==> src/rtl/sched_csr_bridge_if.sv <==
// Scheduler/CSR bridge bus: scheduler snapshot, issue/commit tracking, lock control and
// the per-channel almost-empty query and unlock requests.
interface sched_csr_bridge_if #(
    parameter int unsigned THREAD_CNT     = 4,
    parameter int unsigned WARP_CNT       = 4,
    parameter int unsigned WARP_CNT_WIDTH = 2,
    parameter int unsigned NUM_CHANNELS   = 2,
    parameter int unsigned CYCLE_BITS     = 44
);
    logic [WARP_CNT-1:0]                    sched_active_warps;
    logic [WARP_CNT*THREAD_CNT-1:0]         sched_thread_masks;
    logic [CYCLE_BITS-1:0]                  cycles;
    logic [WARP_CNT-1:0]                    active_warps;
    logic [WARP_CNT*THREAD_CNT-1:0]         thread_masks;
    logic                                   issue_valid;
    logic [WARP_CNT_WIDTH-1:0]              issue_wid;
    logic                                   commit_valid;
    logic [WARP_CNT_WIDTH-1:0]              commit_wid;
    logic                                   lock_valid;
    logic [WARP_CNT_WIDTH-1:0]              lock_wid;
    logic [WARP_CNT-1:0]                    locked_warps;
    logic [NUM_CHANNELS-1:0]                q_valid;
    logic [NUM_CHANNELS*WARP_CNT_WIDTH-1:0] q_wid;
    logic [NUM_CHANNELS-1:0]                q_ready;
    logic [NUM_CHANNELS-1:0]                rsp_valid;
    logic [NUM_CHANNELS-1:0]                rsp_alm_empty;
    logic [NUM_CHANNELS-1:0]                unlock_valid;
    logic [NUM_CHANNELS*WARP_CNT_WIDTH-1:0] unlock_wid;
    logic [WARP_CNT-1:0]                    unlock_mask;
    logic                                   cnt_err;

    modport master (
        output sched_active_warps, sched_thread_masks, issue_valid, issue_wid,
               commit_valid, commit_wid, lock_valid, lock_wid, q_valid, q_wid,
               unlock_valid, unlock_wid,
        input  cycles, active_warps, thread_masks, locked_warps, q_ready, rsp_valid,
               rsp_alm_empty, unlock_mask, cnt_err
    );

    modport slave (
        input  sched_active_warps, sched_thread_masks, issue_valid, issue_wid,
               commit_valid, commit_wid, lock_valid, lock_wid, q_valid, q_wid,
               unlock_valid, unlock_wid,
        output cycles, active_warps, thread_masks, locked_warps, q_ready, rsp_valid,
               rsp_alm_empty, unlock_mask, cnt_err
    );
endinterface

==> src/rtl/sched_csr_bridge.sv <==
// Scheduler-side CSR bridge: registered scheduler snapshot, per-warp pending counters with
// round-robin almost-empty queries, and a warp lock bitmap with merged multi-channel unlocks.
module sched_csr_bridge #(
    parameter int unsigned THREAD_CNT       = 4,
    parameter int unsigned WARP_CNT         = 4,
    parameter int unsigned WARP_CNT_WIDTH   = 2,
    parameter int unsigned NUM_CHANNELS     = 2,
    parameter int unsigned PCNT_BITS        = 4,
    parameter int unsigned ALM_EMPTY_THRESH = 1,
    parameter int unsigned CYCLE_BITS       = 44
) (
    input  logic              clk,
    input  logic              reset,
    sched_csr_bridge_if.slave bus
);
    localparam int unsigned CH_W = (NUM_CHANNELS > 1) ? $clog2(NUM_CHANNELS) : 1;
    localparam int unsigned WW   = WARP_CNT_WIDTH;
    localparam logic [WW:0]          WARP_LIMIT = (WW + 1)'(WARP_CNT);
    localparam logic [PCNT_BITS-1:0] THRESH     = PCNT_BITS'(ALM_EMPTY_THRESH);

    logic [CYCLE_BITS-1:0]          cycles_q;
    logic [WARP_CNT-1:0]            active_q;
    logic [WARP_CNT*THREAD_CNT-1:0] masks_q;
    logic [PCNT_BITS-1:0]           pend_q [WARP_CNT];
    logic [PCNT_BITS-1:0]           pend_d [WARP_CNT];
    logic                           err_q, err_d;
    logic [WARP_CNT-1:0]            locked_q, locked_d;
    logic [WARP_CNT-1:0]            unlock_mask_q, unlock_mask_d;
    logic [CH_W-1:0]                ptr_q, ptr_d;
    logic [NUM_CHANNELS-1:0]        rsp_valid_q, rsp_alm_q;

    logic [NUM_CHANNELS-1:0] grant;
    logic [CH_W-1:0]         grant_idx;
    logic [CH_W-1:0]         scan_idx;
    logic                    found;
    logic [WW-1:0]           sel_wid;
    logic                    alm_sel;
    logic [WARP_CNT-1:0]     issue_hit, commit_hit, lock_hit, unlock_hit;

    // Round-robin: scan channels starting at the pointer, first requester wins.
    always_comb begin
        grant     = '0;
        grant_idx = '0;
        scan_idx  = '0;
        found     = 1'b0;
        for (int k = 0; k < NUM_CHANNELS; k++) begin
            scan_idx = CH_W'((int'(ptr_q) + k) % int'(NUM_CHANNELS));
            if (!found && bus.q_valid[scan_idx]) begin
                found           = 1'b1;
                grant[scan_idx] = 1'b1;
                grant_idx       = scan_idx;
            end
        end
        ptr_d = ptr_q;
        if (found) begin
            ptr_d = (grant_idx == CH_W'(NUM_CHANNELS - 1)) ? '0 : grant_idx + CH_W'(1);
        end
    end

    // Answer uses the count before this cycle's issue/commit update.
    always_comb begin
        sel_wid = '0;
        for (int c = 0; c < NUM_CHANNELS; c++) begin
            if (grant[c]) sel_wid = bus.q_wid[c*WW +: WW];
        end
        alm_sel = 1'b1;
        if ({1'b0, sel_wid} < WARP_LIMIT) alm_sel = (pend_q[sel_wid] <= THRESH);
    end

    always_comb begin
        issue_hit  = '0;
        commit_hit = '0;
        lock_hit   = '0;
        unlock_hit = '0;
        for (int w = 0; w < WARP_CNT; w++) begin
            issue_hit[w]  = bus.issue_valid  && (bus.issue_wid  == WW'(w));
            commit_hit[w] = bus.commit_valid && (bus.commit_wid == WW'(w));
            lock_hit[w]   = bus.lock_valid   && (bus.lock_wid   == WW'(w));
            for (int c = 0; c < NUM_CHANNELS; c++) begin
                if (bus.unlock_valid[c] && (bus.unlock_wid[c*WW +: WW] == WW'(w))) begin
                    unlock_hit[w] = 1'b1;
                end
            end
        end
    end

    // Saturating counters; simultaneous issue and commit on one warp cancel out.
    always_comb begin
        err_d = err_q;
        for (int w = 0; w < WARP_CNT; w++) begin
            pend_d[w] = pend_q[w];
            if (issue_hit[w] && !commit_hit[w]) begin
                if (&pend_q[w]) err_d = 1'b1;
                else            pend_d[w] = pend_q[w] + PCNT_BITS'(1);
            end else if (commit_hit[w] && !issue_hit[w]) begin
                if (pend_q[w] == '0) err_d = 1'b1;
                else                 pend_d[w] = pend_q[w] - PCNT_BITS'(1);
            end
        end
    end

    // Clear before set, so a same-cycle lock wins but the unlock is still reported.
    always_comb begin
        unlock_mask_d = locked_q & unlock_hit;
        locked_d      = (locked_q & ~unlock_hit) | lock_hit;
    end

    always_ff @(posedge clk or posedge reset) begin
        if (reset) begin
            cycles_q      <= '0;
            active_q      <= '0;
            masks_q       <= '0;
            err_q         <= 1'b0;
            locked_q      <= '0;
            unlock_mask_q <= '0;
            ptr_q         <= '0;
            rsp_valid_q   <= '0;
            rsp_alm_q     <= '0;
            for (int w = 0; w < WARP_CNT; w++) pend_q[w] <= '0;
        end else begin
            cycles_q      <= cycles_q + CYCLE_BITS'(1);
            active_q      <= bus.sched_active_warps;
            masks_q       <= bus.sched_thread_masks;
            err_q         <= err_d;
            locked_q      <= locked_d;
            unlock_mask_q <= unlock_mask_d;
            ptr_q         <= ptr_d;
            rsp_valid_q   <= grant;
            rsp_alm_q     <= grant & {NUM_CHANNELS{alm_sel}};
            for (int w = 0; w < WARP_CNT; w++) pend_q[w] <= pend_d[w];
        end
    end

    assign bus.q_ready       = grant;
    assign bus.cycles        = cycles_q;
    assign bus.active_warps  = active_q;
    assign bus.thread_masks  = masks_q;
    assign bus.locked_warps  = locked_q;
    assign bus.unlock_mask   = unlock_mask_q;
    assign bus.rsp_valid     = rsp_valid_q;
    assign bus.rsp_alm_empty = rsp_alm_q;
    assign bus.cnt_err       = err_q;
endmodule

==> src/flat_wrapper.sv <==
// flat-port wrapper written by rule: the top's interface ports become plain ports
module sched_csr_bridge_flat 
#(
    parameter int unsigned THREAD_CNT       = 4,
    parameter int unsigned WARP_CNT         = 4,
    parameter int unsigned WARP_CNT_WIDTH   = 2,
    parameter int unsigned NUM_CHANNELS     = 2,
    parameter int unsigned PCNT_BITS        = 4,
    parameter int unsigned ALM_EMPTY_THRESH = 1,
    parameter int unsigned CYCLE_BITS       = 44
)
  (clk, reset, bus_sched_active_warps, bus_sched_thread_masks, bus_issue_valid, bus_issue_wid, bus_commit_valid, bus_commit_wid, bus_lock_valid, bus_lock_wid, bus_q_valid, bus_q_wid, bus_unlock_valid, bus_unlock_wid, bus_cycles, bus_active_warps, bus_thread_masks, bus_locked_warps, bus_q_ready, bus_rsp_valid, bus_rsp_alm_empty, bus_unlock_mask, bus_cnt_err);
  sched_csr_bridge_if #(.THREAD_CNT(THREAD_CNT), .WARP_CNT(WARP_CNT), .WARP_CNT_WIDTH(WARP_CNT_WIDTH), .NUM_CHANNELS(NUM_CHANNELS), .CYCLE_BITS(CYCLE_BITS)) bus_i ();
  input  logic clk;
  input  logic reset;
  input wire logic [$bits(bus_i.sched_active_warps)-1:0] bus_sched_active_warps;
  input wire logic [$bits(bus_i.sched_thread_masks)-1:0] bus_sched_thread_masks;
  input wire logic [$bits(bus_i.issue_valid)-1:0] bus_issue_valid;
  input wire logic [$bits(bus_i.issue_wid)-1:0] bus_issue_wid;
  input wire logic [$bits(bus_i.commit_valid)-1:0] bus_commit_valid;
  input wire logic [$bits(bus_i.commit_wid)-1:0] bus_commit_wid;
  input wire logic [$bits(bus_i.lock_valid)-1:0] bus_lock_valid;
  input wire logic [$bits(bus_i.lock_wid)-1:0] bus_lock_wid;
  input wire logic [$bits(bus_i.q_valid)-1:0] bus_q_valid;
  input wire logic [$bits(bus_i.q_wid)-1:0] bus_q_wid;
  input wire logic [$bits(bus_i.unlock_valid)-1:0] bus_unlock_valid;
  input wire logic [$bits(bus_i.unlock_wid)-1:0] bus_unlock_wid;
  output wire logic [$bits(bus_i.cycles)-1:0] bus_cycles;
  output wire logic [$bits(bus_i.active_warps)-1:0] bus_active_warps;
  output wire logic [$bits(bus_i.thread_masks)-1:0] bus_thread_masks;
  output wire logic [$bits(bus_i.locked_warps)-1:0] bus_locked_warps;
  output wire logic [$bits(bus_i.q_ready)-1:0] bus_q_ready;
  output wire logic [$bits(bus_i.rsp_valid)-1:0] bus_rsp_valid;
  output wire logic [$bits(bus_i.rsp_alm_empty)-1:0] bus_rsp_alm_empty;
  output wire logic [$bits(bus_i.unlock_mask)-1:0] bus_unlock_mask;
  output wire logic [$bits(bus_i.cnt_err)-1:0] bus_cnt_err;
  assign bus_i.sched_active_warps = bus_sched_active_warps;
  assign bus_i.sched_thread_masks = bus_sched_thread_masks;
  assign bus_i.issue_valid = bus_issue_valid;
  assign bus_i.issue_wid = bus_issue_wid;
  assign bus_i.commit_valid = bus_commit_valid;
  assign bus_i.commit_wid = bus_commit_wid;
  assign bus_i.lock_valid = bus_lock_valid;
  assign bus_i.lock_wid = bus_lock_wid;
  assign bus_i.q_valid = bus_q_valid;
  assign bus_i.q_wid = bus_q_wid;
  assign bus_i.unlock_valid = bus_unlock_valid;
  assign bus_i.unlock_wid = bus_unlock_wid;
  assign bus_cycles = bus_i.cycles;
  assign bus_active_warps = bus_i.active_warps;
  assign bus_thread_masks = bus_i.thread_masks;
  assign bus_locked_warps = bus_i.locked_warps;
  assign bus_q_ready = bus_i.q_ready;
  assign bus_rsp_valid = bus_i.rsp_valid;
  assign bus_rsp_alm_empty = bus_i.rsp_alm_empty;
  assign bus_unlock_mask = bus_i.unlock_mask;
  assign bus_cnt_err = bus_i.cnt_err;
  sched_csr_bridge #(.THREAD_CNT(THREAD_CNT), .WARP_CNT(WARP_CNT), .WARP_CNT_WIDTH(WARP_CNT_WIDTH), .NUM_CHANNELS(NUM_CHANNELS), .PCNT_BITS(PCNT_BITS), .ALM_EMPTY_THRESH(ALM_EMPTY_THRESH), .CYCLE_BITS(CYCLE_BITS)) u_core (.clk(clk), .reset(reset), .bus(bus_i));
endmodule
==> config.mk <==
export PLATFORM = sky130hd
export DESIGN_NAME = sched_csr_bridge_flat
export DESIGN_NICKNAME = d
export VERILOG_FILES = /design/src/rtl/sched_csr_bridge_if.sv /design/src/rtl/sched_csr_bridge.sv /design/src/flat_wrapper.sv
export SDC_FILE = /design/constraint.sdc
export NUM_CORES = 1
export LEC_CHECK = 0
export BUFFER_PORTS_ARGS = -buffer_cell sky130_fd_sc_hd__buf_2
export CORE_UTILIZATION = 45
export DETAILED_ROUTE_END_ITERATION = 16
export GPL_TIMING_DRIVEN = 0
export HOLD_SLACK_MARGIN = 0.15
export PLACE_DENSITY = 0.78
export SLEW_MARGIN = 20
export SYNTH_ARGS = -nofsm -noshare
export SYNTH_HDL_FRONTEND = slang
export SYNTH_SLANG_ARGS = --single-unit
==> constraint.sdc <==
create_clock -name clk -period 4.97 [get_ports clk]
set_input_delay 0.7455 -clock clk [delete_from_list [all_inputs] [get_ports clk]]
set_output_delay 0.7455 -clock clk [all_outputs]
set_load 0.03 [all_outputs]
==> run summary <==
OUTCOME
--------------------------------------------------------------------------------------
Run status                                                                   completed

PLACEMENT
--------------------------------------------------------------------------------------
Count of buffers from port buffering                                               121
Half-perimeter wire length of the detailed placement result               6650 microns
Weighted congestion at the end of routability-driven global placement            0.820
Placed instance area                                                        4980 sq um

FLOW RUN
--------------------------------------------------------------------------------------
Number of violations of the max-capacitance limit                                    0

YOSYS
--------------------------------------------------------------------------------------
Most used standard cells in the synthesized netlist                       sky130_fd_sc_hd__dfrtp_1 (94), sky130_fd_sc_hd__xnor2_1 (40), sky130_fd_sc_hd__nand2_1 (28), sky130_fd_sc_hd__nor2_1 (28), sky130_fd_sc_hd__nand3_1 (26)
Simple-gate share of the synthesized area                                        18.5%
Adder-cell share of the synthesized area                                         4.58%
Mapped Cells                                                                       376
Compound-gate portion of the synthesized area                                    6.84%
Area share of the leading cell type in the synthesized netlist                   55.9%
Main synth FF type                                                        sky130_fd_sc_hd__dfrtp_1
Cell Area, Synth                                                            4210 sq um
Count of flip-flops with a built-in enable after synthesis                           0
Async S/R FF share, synth                                                         100%
Xor/xnor share of the synthesized area                                           11.2%
Net count after synthesis                                                          432
Largest area contributor in the synthesized netlist                       sky130_fd_sc_hd__dfrtp_1
Proportion of synthesized area in mux cells                                      1.01%
Combinational family with the most area after synthesis                   simple AND/OR/NAND/NOR gates
Number of distinct standard cells referenced by the synthesized netlist             42
Synthesized area per cell                                                   11.2 sq um
Warnings from Yosys                                                                  0
Total of flip-flops plus latches after synthesis                                    94
Dominant cells by area after synthesis                                    sky130_fd_sc_hd__dfrtp_1 (56%), sky130_fd_sc_hd__xnor2_1 (8.3%), sky130_fd_sc_hd__nand3_1 (3.1%)
Sequential fraction of the synthesis area                                        55.9%
Most numerous cell in the Yosys netlist                                   sky130_fd_sc_hd__dfrtp_1

POWER AND IR DROP
--------------------------------------------------------------------------------------
Share of total power in the clock network                                        27.1%
Net Switching                                                                   623 uW
Pleak                                                                       0.00262 uW
Worst IR Drop VDD                                                               252 uV
Combinational group share of total power                                         23.4%
Cell area power density                                                    372 nW/um^2
Switching Share                                                                  32.3%
Internal Power                                                                 1310 uW
Reg power frac                                                                   49.4%

WORST SETUP PATH
--------------------------------------------------------------------------------------
Largest delay contributor family on the critical path                     compound AO/OA/AOI/OAI gates
Crit path DAT                                                                  1850 ps
Sequence of cells on the critical path                                    buf_2 > a21boi_0 > buf_2
Critical Path Sink Type                                                     output pin
Largest stage delay, worst path                                                 650 ps
WS Path Type                                                                 in -> out
Maximum fanout along the worst path                                                  5
Required time at the endpoint of the critical path                             4220 ps
Worst path buffer plus inverter count                                                2
Nature of the critical path startpoint                                    primary input
Cell seen most often among critical-path stages                           sky130_fd_sc_hd__buf_2
Critical path's slowest cell                                              sky130_fd_sc_hd__a21boi_0

LAYOUT
--------------------------------------------------------------------------------------
Layout cell share with drive strength beyond 1                                   28.4%
Final instance area                                                         5190 sq um
Number of fill cells in the layout                                                 735
Post-synthesis to final-layout area growth                                       23.3%
Final Util                                                                       58.4%
Final layout net count                                                             565
Antenna cells                                                                        0

CLOCK TREE
--------------------------------------------------------------------------------------
Number of resized instances in the post-cts repair step                              0
Number of buffers created by CTS                                                     9
Largest buffer count on any clock path                                               2
H-tree depth reported by CTS                                                         3
# Post-CTS Setup Buffers                                                             0
Cell chosen for the clock root                                            sky130_fd_sc_hd__clkbuf_8
CTS tree                                                                          done
Hold Buf Count CTS                                                                   0
Num Clock Sinks                                                                     94
Clock latency of the later-clocked register in the worst-skew pair              360 ps
Clock transition at path regs                                                    90 ps

GRT
--------------------------------------------------------------------------------------
Number of antenna violations at the first check in global routing                    0
Number of global-route vias before repair                                         3182
First-pass GRT wire length                                                14700 microns
Combined global-route utilization of all metal layers                            19.1%
Pin count of the biggest net entering global routing                                56
Global route overflow                                                                0

FLOORPLAN
--------------------------------------------------------------------------------------
Standard-cell row count                                                             34
IO Pins                                                                            122
Overall die area                                                            9750 sq um
Die height                                                                98.7 microns
Initial core utilization                                                         47.4%
Die width                                                                 98.7 microns
Placeable core region                                                       8890 sq um

STA
--------------------------------------------------------------------------------------
Final setup vio count                                                                0
RSZ-0062 raised after global routing                                                no
Fin. max-slew vios                                                                   0
Hold WS                                                                         381 ps
Final critical delay including setup and external delays                       2590 ps
Setup TNS                                                                         0 ps
Fmax                                                                           386 MHz
Final Hold Viols                                                                     0
Final critical-path share of the clock period                                    52.2%
Worst max-slew margin expressed relative to the limit                            45.2%
Worst Clk Skew                                                                 14.6 ps
Least-Margin Pin Slew                                                           815 ps

DRT
--------------------------------------------------------------------------------------
Drt initial violations                                                              89
First-pass detailed-route iteration total                                            4
Per-cell via count in the routed design                                           5.33
Post-DRT Antenna Nets                                                                0
Routed wirelength normalized by instance count                            14.1 microns
Routed via count                                                                  3314
Number of design rule violations left after detail routing                           0
Sum of routed wire length over all layers                                 8750 microns

WORST HOLD PATH
--------------------------------------------------------------------------------------
Kind of path behind the tightest hold check                                in -> async

[per-stage QoR]
stage | cells | setup WS (ps) | total power [uW]
after floorplan | 376 | 1780 | 1280
after global placement | 605 | 705 | 1380
after detailed placement | 606 | 2040 | 1420
after CTS | 622 | 2340 | 1950
after global routing | 622 | 2240 | 2040
final | 622 | 2380 | 1930
[kinds of logic (layout without fill, tap and decap cells)]
kind of cell,Yosys count,count (layout)
simple gates,145,145
compound gates,44,44
buf+inv,22,160
xor+xnor,54,54
mux,4,4
fa+ha+maj,13,13
flops,94,94
[state kept, by name, indices dropped and copies added, names as in the netlist, named ones only]
name / flops
u_core.bus.rsp_alm_empty: 2
u_core.bus.rsp_valid: 2
u_core.bus.locked_warps: 4
u_core.pend_q: 16
u_core.bus.thread_masks: 16
u_core.bus.cnt_err: 1
u_core.bus.cycles: 44
u_core.bus.unlock_mask: 4
u_core.bus.active_warps: 4
[metal layers]
metal / wire [microns] / global-route usage [%]
met1: 3770 / 23.7
met3: 517 / 4.68
met2: 4350 / 32.9
met5: 0 / 0
met4: 111 / 5.86
[worst paths after layout]
path	end	from	slack, ps	depth (start not counted)
max	bus_q_ready[0]	bus_q_valid[1]	2380	3
min	u_core.bus.locked_warps[2]	reset	380	2
min in group clk	u_core.bus.cycles[43]	u_core.bus.cycles[43]	470	1
max in group asynchronous	u_core.bus.rsp_valid[1]	reset	4000	3
min reg2reg	u_core.bus.cycles[43]	u_core.bus.cycles[43]	470	1
max reg2reg	u_core.bus.cycles[38]	u_core.bus.cycles[11]	2860	5
[layout make-up]
cell class                      count  area [sq um]  area share [%]
Sequential cell                    94          2350            45.3
Timing Repair Buffer              122           633            12.2
Clock buffer                       11           141            2.72
Multi-Input combinational cell    260          1780            34.2
Clock inverter                      5          66.3            1.28
Tap cell                          108           135            2.60
Inverter                           22          87.6            1.69
[layout by cell type (no fill, tap or decap), drive strengths merged, types with 3 or more instances in the layout]
master   synthesis  final
xnor2           40     40
nand2           28     28
a21o             4      4
nand2b           3      3
nor3            10     10
and4             4      4
and3             7      7
and2             3      3
nor4             3      3
nor2            28     28
clkbuf           0     11
inv             22     23
nor2b            5      5
buf              0    122
dfrtp           94     94
xor2            14     14
o21ai           12     12
nand3b           3      3
fa               4      4
a2bb2oi          3      3
ha               9      9
a21oi           11     11
o22ai            3      3
nand4           14     14
nand3           26     26
or3              4      4
[power groups by stage]
stage	clock network [uW]	logic, uW	registers (uW)
detailed placement	0	458	964
global placement	0	423	958
CTS	543	458	952
finish	524	453	954
global route	569	506	968
floorplan	0	294	987
Note: power is estimated with default switching activity, not from simulation.
